<file path="config.mk">
export PLATFORM = sky130hd
export DESIGN_NAME = m_ext_sequencer
export DESIGN_NICKNAME = d
export VERILOG_FILES = /design/src/rtl/m_ext_pkg.sv /design/src/rtl/m_ext_resolve.sv /design/src/rtl/m_ext_sequencer.sv
export SDC_FILE = /design/constraint.sdc
export NUM_CORES = 1
export LEC_CHECK = 0
export BUFFER_PORTS_ARGS = -buffer_cell sky130_fd_sc_hd__clkbuf_2
export CAP_MARGIN = 25
export CORE_ASPECT_RATIO = 1.2
export CORE_UTILIZATION = 44
export DETAILED_ROUTE_END_ITERATION = 12
export PLACE_DENSITY = 0.78
export SYNTH_ARGS = -nofsm -noshare
export SYNTH_HDL_FRONTEND = slang
export SYNTH_SLANG_ARGS = --single-unit
</file>
<file path="constraint.sdc">
create_clock -name clk -period 3.3 [get_ports clk]
set_input_delay 0.33 -clock clk [delete_from_list [all_inputs] [get_ports clk]]
set_output_delay 0.33 -clock clk [all_outputs]
set_load 0.005 [all_outputs]
</file>
<file path="src/rtl/m_ext_pkg.sv">
// rtl/m_ext_pkg.sv - shared types and constants for the RV32M sequencer
// Purpose: funct3 operation encodings, sequencer state encoding and the
//          architectural constants used by the divide special cases.
// Ports:   none (package).
package m_ext_pkg;

  typedef enum logic [2:0] {
    OP_MUL    = 3'b000,
    OP_MULH   = 3'b001,
    OP_MULHSU = 3'b010,
    OP_MULHU  = 3'b011,
    OP_DIV    = 3'b100,
    OP_DIVU   = 3'b101,
    OP_REM    = 3'b110,
    OP_REMU   = 3'b111
  } m_op_t;

  typedef enum logic [1:0] {
    S_IDLE = 2'd0,
    S_RUN  = 2'd1,
    S_DONE = 2'd2
  } seq_state_t;

  // Quotient returned for any divide by zero.
  localparam logic [31:0] DIV_ZERO_Q = '1;
  // Most negative 32-bit value; DIV INT_MIN / -1 overflows to itself.
  localparam logic [31:0] INT_MIN    = 32'h8000_0000;

endpackage

</file>
<file path="src/rtl/m_ext_resolve.sv">
// rtl/m_ext_resolve.sv - combinational operand extension, special cases and result select
// Purpose: extends rs1/rs2 to XLEN+1 bits for the core, detects the divide
//          cases resolved without the core (and their values), and picks
//          the architectural result out of the core's {Aval, Bval} pair.
// Ports:   funct3      operation
//          rs1, rs2    architectural operands
//          aval, bval  core high half / remainder, low half / quotient
//          op_a, op_b  extended core operands
//          special     divide by zero or signed overflow
//          bypass      result for the special case
//          sel_result  result selected from aval/bval
module m_ext_resolve
  import m_ext_pkg::*;
#(
  parameter int XLEN = 32
) (
  input  logic [2:0]      funct3,
  input  logic [XLEN-1:0] rs1,
  input  logic [XLEN-1:0] rs2,
  input  logic [XLEN:0]   aval,
  input  logic [XLEN:0]   bval,
  output logic [XLEN:0]   op_a,
  output logic [XLEN:0]   op_b,
  output logic            special,
  output logic [XLEN-1:0] bypass,
  output logic [XLEN-1:0] sel_result
);

  m_op_t op;
  logic  sgn_a;
  logic  sgn_b;
  logic  div_zero;
  logic  div_ovf;
  logic  unused_aval_msb;

  assign op = m_op_t'(funct3);

  // rs1 is signed for everything except the unsigned-only forms; rs2 is
  // signed only where both operands are signed.
  assign sgn_a = (op != OP_MULHU) && (op != OP_DIVU) && (op != OP_REMU);
  assign sgn_b = (op == OP_MUL) || (op == OP_MULH) || (op == OP_DIV) || (op == OP_REM);

  assign op_a = {sgn_a & rs1[XLEN-1], rs1};
  assign op_b = {sgn_b & rs2[XLEN-1], rs2};

  // funct3[2] marks divide/remainder, funct3[1] remainder, funct3[0] unsigned.
  assign div_zero = funct3[2] && (rs2 == '0);
  assign div_ovf  = funct3[2] && !funct3[0] && (rs1 == INT_MIN) && (rs2 == '1);
  assign special  = div_zero || div_ovf;

  always_comb begin
    bypass = '0;
    if (div_zero) begin
      bypass = funct3[1] ? rs1 : DIV_ZERO_Q;
    end else if (div_ovf) begin
      bypass = funct3[1] ? '0 : INT_MIN;
    end
  end

  // The product spans {aval, bval}; its upper word straddles the two halves.
  always_comb begin
    sel_result = aval[XLEN-1:0];
    case (op)
      OP_MUL, OP_DIV, OP_DIVU:      sel_result = bval[XLEN-1:0];
      OP_MULH, OP_MULHSU, OP_MULHU: sel_result = {aval[XLEN-2:0], bval[XLEN]};
      default:                      sel_result = aval[XLEN-1:0];
    endcase
  end

  assign unused_aval_msb = aval[XLEN];

endmodule

</file>
<file path="src/rtl/m_ext_sequencer.sv">
// rtl/m_ext_sequencer.sv - RV32M issue/retire sequencer for the shared mul/div core
// Purpose: launches the shift-add core for MUL*/DIV*/REM* instructions in EX,
//          resolves divide corner cases locally and stalls the pipeline
//          until the result is valid.
// Ports:   clk, rst                 clock, asynchronous active-high reset
//          req_valid, funct3        M instruction present in EX and its op
//          rs1, rs2                 operands (stable while stalled)
//          hold                     downstream stall, freezes core and result
//          stall_o                  stall request to the pipeline
//          result_valid, result     rd write data
//          mul_run/opA/opB/div      core launch interface
//          mul_stall                core freeze (= hold)
//          mul_Aval/Bval/resp/ready core response interface
// Option:  MULDIV_RESULT_REUSE_EN keeps the last core result so that a
//          request with identical extended operands and divide flag
//          (MULH+MUL, DIV+REM pairs) completes without relaunching.
module m_ext_sequencer
  import m_ext_pkg::*;
#(
  parameter int XLEN = 32
) (
  input  logic            clk,
  input  logic            rst,
  input  logic            req_valid,
  input  logic [2:0]      funct3,
  input  logic [XLEN-1:0] rs1,
  input  logic [XLEN-1:0] rs2,
  input  logic            hold,
  output logic            stall_o,
  output logic            result_valid,
  output logic [XLEN-1:0] result,
  output logic            mul_run,
  output logic [XLEN:0]   mul_opA,
  output logic [XLEN:0]   mul_opB,
  output logic            mul_div,
  output logic            mul_stall,
  input  logic [XLEN:0]   mul_Aval,
  input  logic [XLEN:0]   mul_Bval,
  input  logic            mul_resp,
  input  logic            mul_ready
);

  seq_state_t      state;
  logic            flushed;
  logic [XLEN:0]   op_a;
  logic [XLEN:0]   op_b;
  logic            special;
  logic [XLEN-1:0] bypass;
  logic [XLEN-1:0] sel_result;
  logic [XLEN:0]   sel_aval;
  logic [XLEN:0]   sel_bval;
  logic            reuse_hit;
  logic            core_done;
  logic            discard;

  m_ext_resolve #(.XLEN(XLEN)) u_resolve (
    .funct3     (funct3),
    .rs1        (rs1),
    .rs2        (rs2),
    .aval       (sel_aval),
    .bval       (sel_bval),
    .op_a       (op_a),
    .op_b       (op_b),
    .special    (special),
    .bypass     (bypass),
    .sel_result (sel_result)
  );

  assign core_done = (state == S_RUN) && mul_resp;
  // Once req_valid has dropped during RUN the instruction was flushed; the
  // core still runs to completion but its answer belongs to nobody.
  assign discard   = flushed || !req_valid;

  assign stall_o   = req_valid && (state != S_DONE) && !rst;
  assign mul_stall = hold;

`ifdef MULDIV_RESULT_REUSE_EN
  logic          cache_valid;
  logic          cache_div;
  logic [XLEN:0] cache_a;
  logic [XLEN:0] cache_b;
  logic [XLEN:0] cache_aval;
  logic [XLEN:0] cache_bval;

  always_ff @(posedge clk or posedge rst) begin
    if (rst) begin
      cache_valid <= 1'b0;
      cache_div   <= 1'b0;
      cache_a     <= '0;
      cache_b     <= '0;
      cache_aval  <= '0;
      cache_bval  <= '0;
    end else if (core_done) begin
      if (discard) begin
        cache_valid <= 1'b0;
      end else begin
        cache_valid <= 1'b1;
        cache_div   <= mul_div;
        cache_a     <= mul_opA;
        cache_b     <= mul_opB;
        cache_aval  <= mul_Aval;
        cache_bval  <= mul_Bval;
      end
    end
  end

  assign reuse_hit = cache_valid && (op_a == cache_a) && (op_b == cache_b) &&
                     (funct3[2] == cache_div);
  // In IDLE the selector re-reads the cached pair for the new funct3.
  assign sel_aval  = (state == S_RUN) ? mul_Aval : cache_aval;
  assign sel_bval  = (state == S_RUN) ? mul_Bval : cache_bval;
`else
  assign reuse_hit = 1'b0;
  assign sel_aval  = mul_Aval;
  assign sel_bval  = mul_Bval;
`endif

  always_ff @(posedge clk or posedge rst) begin
    if (rst) begin
      state        <= S_IDLE;
      flushed      <= 1'b0;
      mul_run      <= 1'b0;
      mul_div      <= 1'b0;
      mul_opA      <= '0;
      mul_opB      <= '0;
      result       <= '0;
      result_valid <= 1'b0;
    end else begin
      case (state)
        S_IDLE: begin
          if (req_valid) begin
            if (special) begin
              result       <= bypass;
              result_valid <= 1'b1;
              state        <= S_DONE;
            end else if (reuse_hit) begin
              result       <= sel_result;
              result_valid <= 1'b1;
              state        <= S_DONE;
            end else if (mul_ready) begin
              mul_opA <= op_a;
              mul_opB <= op_b;
              mul_div <= funct3[2];
              mul_run <= 1'b1;
              flushed <= 1'b0;
              state   <= S_RUN;
            end
          end
        end
        S_RUN: begin
          if (mul_resp) begin
            mul_run <= 1'b0;
            if (discard) begin
              state <= S_IDLE;
            end else begin
              result       <= sel_result;
              result_valid <= 1'b1;
              state        <= S_DONE;
            end
          end else if (!req_valid) begin
            flushed <= 1'b1;
          end
        end
        S_DONE: begin
          // mul_run is already low here, so every launch is a fresh rising edge.
          if (!hold) begin
            result_valid <= 1'b0;
            state        <= S_IDLE;
          end
        end
        default: state <= S_IDLE;
      endcase
    end
  end

endmodule
</file>
==> flow_summary.toml <==
[clock_network]
cts.sinks = 104
numCtsBuffers = 9
cts_setup_buffers = 0
insertion_delay_ns = 0.35
cts_tree = "yes"
clock_path_buffers = 2
clock-root-buffer = "clkbuf_16"
clk_pin_slew_ns = 0.07
h-tree-depth = 3

[worst_setup_path]
critical_path_class = "in -> reg"
ff2ff_setup_slack_ns = 1.12
critPathMaxStageDelay_ns = 0.50
critPathSlowestCell = "nor4_1"
endpoint_kind = "flip-flop"
r2r_end = "result[8]"
cp.arrival_ns = 2.67
path_max_fanout = 18
critPathRequiredTime_ns = 3.54
crit_path_cell_trace = "clkbuf_2 > nor4_1 > and4_1 > nand4_2 > o21bai_4 > or4_4 > buf_4 > mux2_4"
reg2reg_depth = 4
cp-start-kind = "input port"
regToRegStartpoint = "state[0]"

[detailed_routing]
drcViolationCount = 0
drt_first_iter_violations = 309
ant_nets = 0
first_pass_iters = 5
wl_per_cell_um = 19.9
viasPerCell = 5.49
num_vias = 4989
wirelength_um = 18000

[final_layout]
fillers = 1072
fin_util_pct = 58.2
regArea_mm2 = 0.00260
syn2layout_area_growth_pct = 27.6
nets = 878
num_antenna_cells = 0
drive_gt1_share_pct = 45.8
final_area_mm2 = 0.00747
multiInputGateArea_mm2 = 0.00296

[run]
cap_viol_max_count = 0

[power_and_ir_drop]
p_int_uw = 3830
seq_power_share_pct = 40.3
power_uw = 5600
ir_drop_mv = 0.370
p_comb_share_pct = 39.0
leakage_uw = 0.00396
p_per_area_mw_per_mm2 = 749
switching_power_uw = 1770
p_clk_share_pct = 20.7
p_sw_share_pct = 31.5

[synth]
post-synth-top-count-cell = "dfrtp_1"
synth_top_area_share_pct = 44.4
avgSynthCellArea_um2 = 11.5
syn_inst = 508
ys_seq_area_share_pct = 44.4
synthDistinctLibCells = 39
async_flop_share_pct = 100
synth_top_cells_by_area = "dfrtp_1 (44%), mux2_4 (17%), mux2_1 (6.0%)"
synthFlopType = "dfrtp_1"
synthTopCellsByCount = "dfrtp_1 (104), mux2_4 (65), o21ai_1 (55)"
synth_warnings = 0
yosysTopAreaCell = "dfrtp_1"
synth_edf_count = 0
ys_ff_latch = 104
syn_area_mm2 = 0.00586
synthesis.nets = 647

[grt]
grt_pass1_vias = 5238
grt_pass1_wl_um = 27600
gr-total-overflow = 0
grt_usage_pct = 26.6
grt_max_degree = 67
antenna_found_initial = 1

[worst_hold_path]
hold_path_end = "state[0]"
whs_path_depth = 2
min-delay-start = "mul_resp"
hold_path.class = "in -> reg"

[timing]
drv_slew = 0
period_needed_ns = 2.43
fin_crit_sh_pct = 73.8
setup_ws_ns = 0.866
rsz0062_at_grt = "no"
slew-limit-headroom_pct = 54.7
worstMarginPinSlew_ns = 0.680
fmax_mhz = 411
finalSetupViolations = 0
hold_viol = 0
setup_tns_ns = 0
skew_ns = 0.00616

[outcome]
status = "complete, no violations"

[placement]
gp_congestion = 0.847
dpl_cell_area_mm2 = 0.00714
dp_slack_ns = 0.449
hpwl_um = 13600
portBuffers = 240

[floorplanning]
die_y_um = 128
ioPinCount = 242
die_area_mm2 = 0.0138
start_util_pct = 45.6
rows = 45
die_w_um = 107
core_mm2 = 0.0128
-- per-layer routing --
| metal | up-vias | GRT usage (%) | share of wire [%] |
|---|---|---|---|
| met4 | 0 | 12.7 | 2.9 |
| met1 | 2403 | 30.4 | 40 |
| li1 | 2319 | - | - |
| met3 | 35 | 6.13 | 6.8 |
| met5 | - | 0 | 0 |
| met2 | 232 | 46.9 | 50 |
-- how the worst max path moves through the flow --
stage | startpoint | endpoint
after floorplan | rst | stall_o
after global placement | rs1[6] | mul_opB[3]
after detailed placement | rs1[6] | mul_opB[1]
after CTS | rs1[6] | mul_opB[1]
after global routing | rs2[26] | mul_opB[8]
final | rs1[6] | mul_opB[1]
-- sequential cells by signal, summed over array words and instances (netlist names) --
signal / flops
flushed: 1
mul_div: 1
mul_opA: 33
mul_opB: 33
mul_run: 1
result: 32
result_valid: 1
state: 2
-- area by class of cell --
type / count / share of cell area, %
inverter: 8 / 0.435
clock inverter: 6 / 1.22
clock buffer: 10 / 3.06
multi-input combinational: 361 / 39.7
tap: 164 / 2.75
sequential: 104 / 34.8
timing repair buffer: 255 / 18.1
-- worst max-delay path, delay by kind of cell --
family	cells	cell delay, ns
AOI/OAI and AO/OA	1	0.20
muxes	1	0.33
buffers and inverters	2	0.42
and+or+nand+nor	4	1.39
-- repair_timing --
| item | in CTS | in global routing |
|---|---|---|
| resized for setup | 0 | 0 |
| hold buffers | 1 | 0 |
| endpoints found under the hold margin | 17 | 0 |
-- placed cells by master, fill, tap and decap left out, drive strengths merged --
master / n
nand2: 11
nand3: 1
or4: 2
dfrtp: 104
nand4: 8
nor4: 15
nor4b: 1
o2bb2ai: 1
nand2b: 4
or3b: 1
nand4b: 2
mux2i: 34
o21ai: 97
and4: 1
and3: 1
nor2: 7
a21oi: 35
dlygate4sd3: 1
o22a: 1
a211oi: 1
o21a: 1
a2bb2oi: 2
o21bai: 1
nor2b: 31
buf: 14
clkbuf: 250
o221ai: 1
nor3: 4
and3b: 1
clkinv: 2
or3: 1
bufinv: 2
inv: 10
mux2: 96
-- power by group through the flow --
stage | Combinational (uW) | Clock (uW) | Sequential, uW
2_1_floorplan | 1230 | 0 | 2240
3_3_place_gp | 2110 | 0 | 2230
3_5_place_dp | 2190 | 0 | 2270
4_1_cts | 2200 | 1180 | 2250
5_1_grt | 2380 | 1220 | 2320
6_report | 2180 | 1160 | 2250
-- through the flow --
step / hold slack, ns / std cells
6_report: 0.194 / 908
5_1_grt: 0.197 / 908
4_1_cts: 0.179 / 908
3_5_place_dp: 0.285 / 891
3_3_place_gp: 0.273 / 890
2_1_floorplan: 0.424 / 508
-- cell families after synthesis --
group	Yosys count	share of synthesized area [%]
muxes	130	28.4
buffers and inverters	43	5.21
DFF	104	44.4
AOI/OAI and AO/OA	140	12.6
and+or+nand+nor	91	9.31
No activity file was read; power rests on OpenSTA's default activity.
